===== src/rtl/uart_pkg.sv =====
// Shared constants and FSM state type for the UART receiver.
// Pure declarations: no latency, no flow control.
package uart_pkg;

  localparam int CLK_FREQ     = 50_000_000;
  localparam int BAUD         = 19200;
  localparam int CLKS_PER_BIT = CLK_FREQ / BAUD;
  localparam int CNT_W        = 12;

  typedef enum logic [2:0] {
    IDLE,
    START,
    DATA,
    STOP,
    DONE
  } rx_state_t;

endpackage


===== src/rtl/uart_rx_sync.sv =====
// Two-flop synchronizer for the asynchronous RX pin; resets to idle-high.
// Latency 2 clk, no backpressure.
module uart_rx_sync (
  input  logic clk,
  input  logic reset,
  input  logic din,
  output logic dout
);

  logic meta;

  always_ff @(posedge clk or negedge reset) begin
    if (!reset) begin
      meta <= 1'b1;
      dout <= 1'b1;
    end else begin
      meta <= din;
      dout <= meta;
    end
  end

endmodule


===== src/rtl/mod_uart_rx.sv =====
// UART 8N1 receiver: flag_done pulses ~9.5 bit times after the start edge (+2-3 clk sync).
// No backpressure: the consumer must take rx_reg when flag_done pulses.
module mod_uart_rx #(
  parameter int CLK_FREQ = uart_pkg::CLK_FREQ,
  parameter int BAUD     = uart_pkg::BAUD
) (
  input  logic       clk,
  input  logic       reset,
  input  logic       rx,
  output logic       flag_done,
  output logic [7:0] rx_reg
);

  import uart_pkg::*;

  localparam int                 BIT_CLKS = CLK_FREQ / BAUD;
  localparam logic [CNT_W-1:0]   BIT_END  = CNT_W'(BIT_CLKS - 1);
  localparam logic [CNT_W-1:0]   HALF_END = CNT_W'(BIT_CLKS / 2 - 1);

  logic             rx_s;
  rx_state_t        state;
  rx_state_t        state_nxt;
  logic [CNT_W-1:0] cnt;
  logic [2:0]       bit_idx;
  logic [7:0]       shift;

  logic             half_end;
  logic             bit_end;
  logic             cnt_run;
  logic             idx_clr;
  logic             sample;
  logic             load;

  uart_rx_sync u_sync (
    .clk   (clk),
    .reset (reset),
    .din   (rx),
    .dout  (rx_s)
  );

  assign half_end = (cnt == HALF_END);
  assign bit_end  = (cnt == BIT_END);

  always_ff @(posedge clk or negedge reset) begin
    if (!reset) state <= IDLE;
    else        state <= state_nxt;
  end

  always_comb begin
    state_nxt = state;
    case (state)
      IDLE:    if (!rx_s) state_nxt = START;
      START:   if (half_end) state_nxt = rx_s ? IDLE : DATA;
      DATA:    if (bit_end && bit_idx == 3'd7) state_nxt = STOP;
      STOP:    if (bit_end) state_nxt = DONE;
      DONE:    state_nxt = IDLE;
      default: state_nxt = IDLE;
    endcase
  end

  // Counter runs until the end of the current interval and self-clears on it.
  always_comb begin
    cnt_run = 1'b0;
    idx_clr = 1'b0;
    sample  = 1'b0;
    load    = 1'b0;
    case (state)
      IDLE:  idx_clr = !rx_s;
      START: begin
        cnt_run = !half_end;
        idx_clr = half_end;
      end
      DATA: begin
        cnt_run = !bit_end;
        sample  = bit_end;
      end
      STOP: begin
        cnt_run = !bit_end;
        load    = bit_end && rx_s;
      end
      default: ;
    endcase
  end

  always_ff @(posedge clk or negedge reset) begin
    if (!reset) begin
      cnt       <= '0;
      bit_idx   <= '0;
      shift     <= '0;
      rx_reg    <= 8'h00;
      flag_done <= 1'b0;
    end else begin
      cnt       <= cnt_run ? cnt + CNT_W'(1) : '0;
      flag_done <= load;
      if (idx_clr)     bit_idx <= '0;
      else if (sample) bit_idx <= bit_idx + 3'd1;
      if (sample)      shift[bit_idx] <= rx_s;
      if (load)        rx_reg <= shift;
    end
  end

endmodule


===== config.mk =====
export PLATFORM = sky130hd
export DESIGN_NAME = mod_uart_rx
export DESIGN_NICKNAME = d
export VERILOG_FILES = /design/src/rtl/uart_pkg.sv /design/src/rtl/uart_rx_sync.sv /design/src/rtl/mod_uart_rx.sv
export SDC_FILE = /design/constraint.sdc
export NUM_CORES = 1
export LEC_CHECK = 0
export CAP_MARGIN = 30
export CORE_ASPECT_RATIO = 0.8
export CORE_MARGIN = 5
export CORE_UTILIZATION = 35
export DETAILED_ROUTE_END_ITERATION = 6
export GPL_TIMING_DRIVEN = 0
export PLACE_DENSITY = 0.54
export RECOVER_POWER = 25
export SYNTH_ARGS = -nofsm -noshare
export SYNTH_HDL_FRONTEND = slang
export SYNTH_SLANG_ARGS = --single-unit

===== constraint.sdc =====
create_clock -name clk -period 1.8 [get_ports clk]
set_input_delay 0.36 -clock clk [delete_from_list [all_inputs] [get_ports clk]]
set_output_delay 0.36 -clock clk [all_outputs]
set_load 0.02 [all_outputs]

# Word-level counts from Yosys, hierarchy flattened
# Cells that the tools add are included.
[op_classes]
n_addsub = 2
order_cmp = 2
n_eq_ne = 10
muxes = 16
n_reduce_logical = 10
[op_table]
columns = ["operator", "n"]
rows = [
  ["3-bit two-way mux", 6],
  ["12-bit by 1-bit adder with 12-bit output, second input constant", 1],
  ["12-bit by 11-bit equality test with 1-bit output, second input constant", 1],
  ["12-bit equality test, second input constant", 1],
  ["12-bit two-way mux", 1],
  ["3-bit one-hot mux with 4 select lines", 1],
  ["8-bit bitwise mux", 1],
  ["2-bit inequality test, second input constant", 4],
  ["3-bit by 2-bit equality test with 1-bit output, second input constant", 2],
  ["3-bit by 4-bit less-than comparator with 1-bit output, second input constant", 1],
  ["1-bit one-hot mux with 2 select lines", 2],
  ["4-bit AND reduction", 1],
  ["3-bit by 1-bit adder with 3-bit output, second input constant", 1],
  ["1-bit demux with 3-bit select", 1],
  ["3-bit by 1-bit equality test with 1-bit output, second input constant", 1],
  ["3-bit equality test, second input constant", 1],
  ["3-bit by 1-bit >= comparator with 1-bit output, second input constant", 1],
  ["1-bit logical AND", 3],
  ["1-bit zero test", 3],
  ["3-bit zero test", 1],
  ["1-bit two-way mux", 3],
  ["2-bit two-way mux", 1],
  ["2-bit nonzero test", 1],
  ["2-bit OR reduction", 1],
]
[totals]
regBits = 37
inputBits = 3

# Longest topological paths before layout
# Gate-level depths: netlist (run 1).
[logic_depth]
ltp_word = 5
ltp_mapped = 7
depth_no_buf = 6

# By module
# A second synthesis (run 1) with hierarchy kept.
[unflattened]
cells_unflattened = 162
hier_area_um2 = 1835.5
[by_module_without_submodules]
columns = ["module", "n_inst", "cells_each", "area_per_inst_um2"]
rows = [
  ["mod_uart_rx", 1, 160, 1783.0],
  ["uart_rx_sync", 1, 2, 52.6],
]

# Worst setup path after synthesis (run 1)
# OpenSTA, ideal clock, no wires.
[synth_path]
kind = "reg-to-reg"
startpoint = "reg cnt[0]"
endpoint = "reg shift[5]"
t_arrival_ns = 1.742
required_ns = 1.675
setup_slack_ns = -0.067
stages_incl_launch_ff = 7
synth_period_minus_slack_ns = 1.867
cell_sequence = "dfrtp_1 -> ha_1 -> and3b_1 -> nand4_1 -> buf_2 -> nor4b_2 -> mux2_2"
[synth_via]
elab_chain_len = 2
[synth_lines]
columns = ["element", "line_no", "source"]
rows = [
  ["from (decl)", "mod_uart_rx.sv:23", "logic [CNT_W-1:0] cnt;"],
  ["from (signal assigned)", "mod_uart_rx.sv:93", "cnt <= cnt_run ? cnt + CNT_W'(1) : '0;"],
  ["12-bit equality test", "mod_uart_rx.sv:42", "assign bit_end = (cnt == BIT_END);"],
  ["1-bit two-way mux", "mod_uart_rx.sv:67", "case (state)"],
  ["to (signal, indexed assignment)", "mod_uart_rx.sv:97", "if (sample) shift[bit_idx] <= rx_s;"],
  ["to (decl)", "mod_uart_rx.sv:25", "logic [7:0] shift;"],
]
# No other way between the ends.
# A chain may end at the register's enable or synchronous reset.

# Worst setup path in the final report (run 1)
[layout_path]
startpoint = "reg cnt[7]"
endpoint = "reg shift[2]"
# Same word-level chain as after synthesis.

==> summary by stage, run 1 <==
Timing
For the final database, setup skew stands at between 0.007 and 0.008 ns. For the pin with the worst max-slew slack, the measured transition is 0.924 ns. The final cycle utilization of the critical path is 107%. The final setup slack of the worst path is -0.135 ns. The number of max-slew violations in the final report was 0. The timing-limited maximum frequency is just over 500 MHz. The tightest hold margin is ~0.19 ns. The tightest slew margin relative to the limit is a little under two fifths. For the finished layout, the period the worst path requires is approximately 1.9 ns. The final count of hold timing violations came to 0. Setup repair after global routing could not meet its margin everywhere. The setup violation total in the final timing report is 16.

Final layout
The area growth from synthesis to layout is 36.6%. The repair_antennas step left the layout with diodes totalling 0. Summing all non-filler instances in the final layout gives an area of about 2400 um2.

The area of combinational cells with multiple inputs is 940 um2. The filler-free cell count of the finished design is roughly 240. The count of filler cells inserted in the layout is ~430. The register with the most flip-flops in the layout has 12 of them. In the final layout, the share of cells above drive strength 1 is between 30% and 40%. In the final layout, flip-flops and latches occupy 935 um2.

The number of nets in the final layout is 188.

Pwr
The highest ir drop seen on vdd is around 370 uV. Dividing total power by cell area gives a power density of around 720 nW/um2. The analysis attributes to cell leakage a power of 0.00100 uW. The total power is ~1700 uW.

Run
The tool flagged a number of max-cap violations equal to 0.

Placement
Summing all placed instances gives a cell area of 1940 um2. Routability-driven placement finished with a final weighted congestion of between 0.7 and 0.8. Counting tap cells, the placed design contains a total of between 200 and 250 instances. The estimated wirelength of the detail-placed design is around 2.2 mm. In this run the tool buffered the top-level ports with 11 buffer cells. The pre-CTS worst setup slack is -0.258 ns.

Setup path
The critical path class is flip-flop to flip-flop. The data required time of the critical path is 1.98 ns. The largest fanout on the critical path is 5. The largest stage delay on the critical path is ~0.47 ns. The category of the worst setup path launch point is a flip-flop. The critical path's slowest cell is dfrtp_1.

The signal on the critical path passes through and4bb_2 -> nand4_1 -> buf_4 -> buf_6 -> nor4_4 -> mux2_4. The worst register-to-register path begins at cnt[7]$_DFF_PN0_. The worst path arrival time is around 2.1 ns. The endpoint of the most critical register-to-register path is shift[2]$_DFFE_PN0P_. The register-to-register setup slack is -0.13 ns. STA classifies the critical path endpoint as a flip-flop. Counting cells, the worst reg-to-reg path comes to 6.

Outcome
The checks that failed: negative setup slack. The flow ran to the end, but the final reports show violations.

Yosys
Ranked by instance count, the synthesized netlist is headed by 35 x dfrtp_1, 19 x nor2_1, 16 x mux2_2, 7 x nand3_1, 6 x xnor2_1. The instance count of the mapped netlist is 147. dfrtp_1 is the most common cell in the netlist. The post-synthesis cell area is 1750 um2. Of all flip-flops after synthesis, the portion carrying an async set or reset was between 90% and 100%. The synthesized design spends more area on one cell type than any other, namely dfrtp_1. The synthesized flop and latch total is 37. Sorting the synthesized cells by area gives the leading types as dfrtp_1 50%, mux2_2 10%, nor2_1 4.1%. The number of enable flip-flop cells after synthesis is 0.

The most instantiated flip-flop cell in the synthesis netlist is dfrtp_1. For this run, the number of Yosys warnings is 0. The unique cell type count in the Yosys netlist is 36.

The portion of synthesized cell area occupied by the leading cell type is approximately 50%. The post-synthesis net count is approximately 150. Each instance of the synthesized netlist takes up on average roughly 12 um2. After synthesis, flip-flops and latches occupy 53.2% of the total area.

GRT
The layer flagged by global routing as most heavily used is met2. Entering global routing, the biggest net connects 38 pins. In the global route stage, overall resource usage came out at approximately an eighth. The total global routing overflow is 0. The initial antenna violation count is 0. The number of global-route vias before repair is 1338. The met3 global-route usage is around 3.4%.

The first global-routing pass estimated between 6 and 7 mm of wire. The global routing met2 resource utilization is between 10% and 20%. The met1 routing resource usage after global routing is between 10% and 20%.

Clock network
No sink is reached through more buffers than the 2 on the longest clock path. The clock latency of the later-clocked register in the worst-skew pair is 0.29 ns. The clock slew seen by the registers of the worst setup and hold paths is roughly 0.080 ns.

The clock tree from TritonCTS is built. The cell chosen for the clock root is clkbuf_8. The total CTS buffers is 5. The clock tree synthesis step divided the H-tree into 2 levels. The clock sink count is 37. After clock tree synthesis, the flow added hold-fix buffers numbering 0.

Floorplanning
The floorplan step defined a die boundary enclosing between 6000 and 7000 um2. The count of pins on the block boundary is 12. After floorplanning, the core was divided into 23 placement rows.

After floorplanning, the core was sized to cover around 5000 um2. The floorplan die height is 73.2 um. The initial utilization of the core area, before any placement, comes to a little over a third.

The die is a little under 90 um wide.

Detailed routing
The detail route stage leaves a number of antenna-violating nets equal to 0. The sum of routed wire length over all layers is around 3.8 mm. After detailed routing, the average wire length per cell comes to ~15 um. The routed layout has between 1000 and 1500 vias.

The number of violations reported at the end of detailed-routing iteration 0 is 97. After detailed routing, the number of remaining DRC violations is 0. After detailed routing, the number of vias per cell comes to a little over 5. The number of search-and-repair iterations in the first detailed-routing pass is 4.

Worst hold path
The worst min-delay path category is input pin to async pin.
area by class of cell:
cell class	instances	area share (%)
clock inverter	3	2.73
multi-input combinational	101	39.4
sequential	37	39.2
tap	62	3.25
inverter	5	0.787
clock buffer	5	2.89
buffer	3	1.10
timing repair buffer	28	10.6
metal layers:
metal	up-vias	share of wire, %
met1	618	48
met5	-	0
met2	15	48
met4	0	1.8
met3	5	2.7
li1	594	-
power breakdown:
group | switching [uW] | internal, uW
registers | 1.25 | 835
clock network | 305 | 550
logic | 21.9 | 3.60
repair_timing:
item,CTS,global route
buffers inserted,12,4
endpoints found under the setup margin,27,29
cloned,1,1
pin swaps,3,6
gates resized for setup,17,20
critical path: cells and delay by family (launching register included):
| family | cells | cell delay (ns) |
|---|---|---|
| simple gates | 3 | 0.72 |
| buf+inv | 2 | 0.31 |
| flops | 1 | 0.47 |
| mux | 1 | 0.33 |
metrics by stage:
stage	setup TNS, ns	util, %
CTS	-0.327	46.0
global route	-2.01	48.4
detailed placement	-5.54	39.5
global placement	-20.51	39.6
floorplan	-0.000926	-
finish	-0.869	48.4
placed cells by master, fill, tap and decap left out, types with 6 or more instances in the layout:
| master | netlist | routed |
|---|---|---|
| dfrtp_1 | 35 | 30 |
| nor2_1 | 19 | 19 |
| buf_4 | 0 | 14 |
| mux2_2 | 16 | 11 |
| clkdlybuf4s50_1 | 0 | 9 |
| nand3_1 | 7 | 7 |
| xnor2_1 | 6 | 6 |
worst max path at each step:
stage | startpoint | end | cells past startpoint
floorplan | cnt[10]$_DFF_PN0_ | shift[5]$_DFFE_PN0P_ | 5
global placement | reset | shift[6]$_DFFE_PN0P_ | 1
detailed placement | cnt[4]$_DFF_PN0_ | shift[2]$_DFFE_PN0P_ | 5
CTS | cnt[2]$_DFF_PN0_ | shift[5]$_DFFE_PN0P_ | 6
global route | cnt[7]$_DFF_PN0_ | shift[6]$_DFFE_PN0P_ | 6
finish | cnt[7]$_DFF_PN0_ | shift[2]$_DFFE_PN0P_ | 6
cell families after synthesis:
logic type / count (synthesis) / share of synthesized area (%)
flops: 37 / 53.2
buf+inv: 9 / 2.51
compound gates: 6 / 2.44
fa+ha+maj: 4 / 2.87
xor+xnor: 11 / 5.52
mux: 18 / 11.5
simple gates: 62 / 22.0
Power figures use the tool's default switching activity.
==> run 2, diff against run 1 <==
--- a/config.mk
+++ b/config.mk
@@ -5,6 +5,7 @@
 export SDC_FILE = /design/constraint.sdc
 export NUM_CORES = 1
 export LEC_CHECK = 0
+export ABC_CLOCK_PERIOD_IN_PS = 1800
 export CAP_MARGIN = 30
 export CORE_ASPECT_RATIO = 0.8
 export CORE_MARGIN = 5
==> results of run 2 <==
No change in the layout: final DEF, timing and power equal those of run 1.
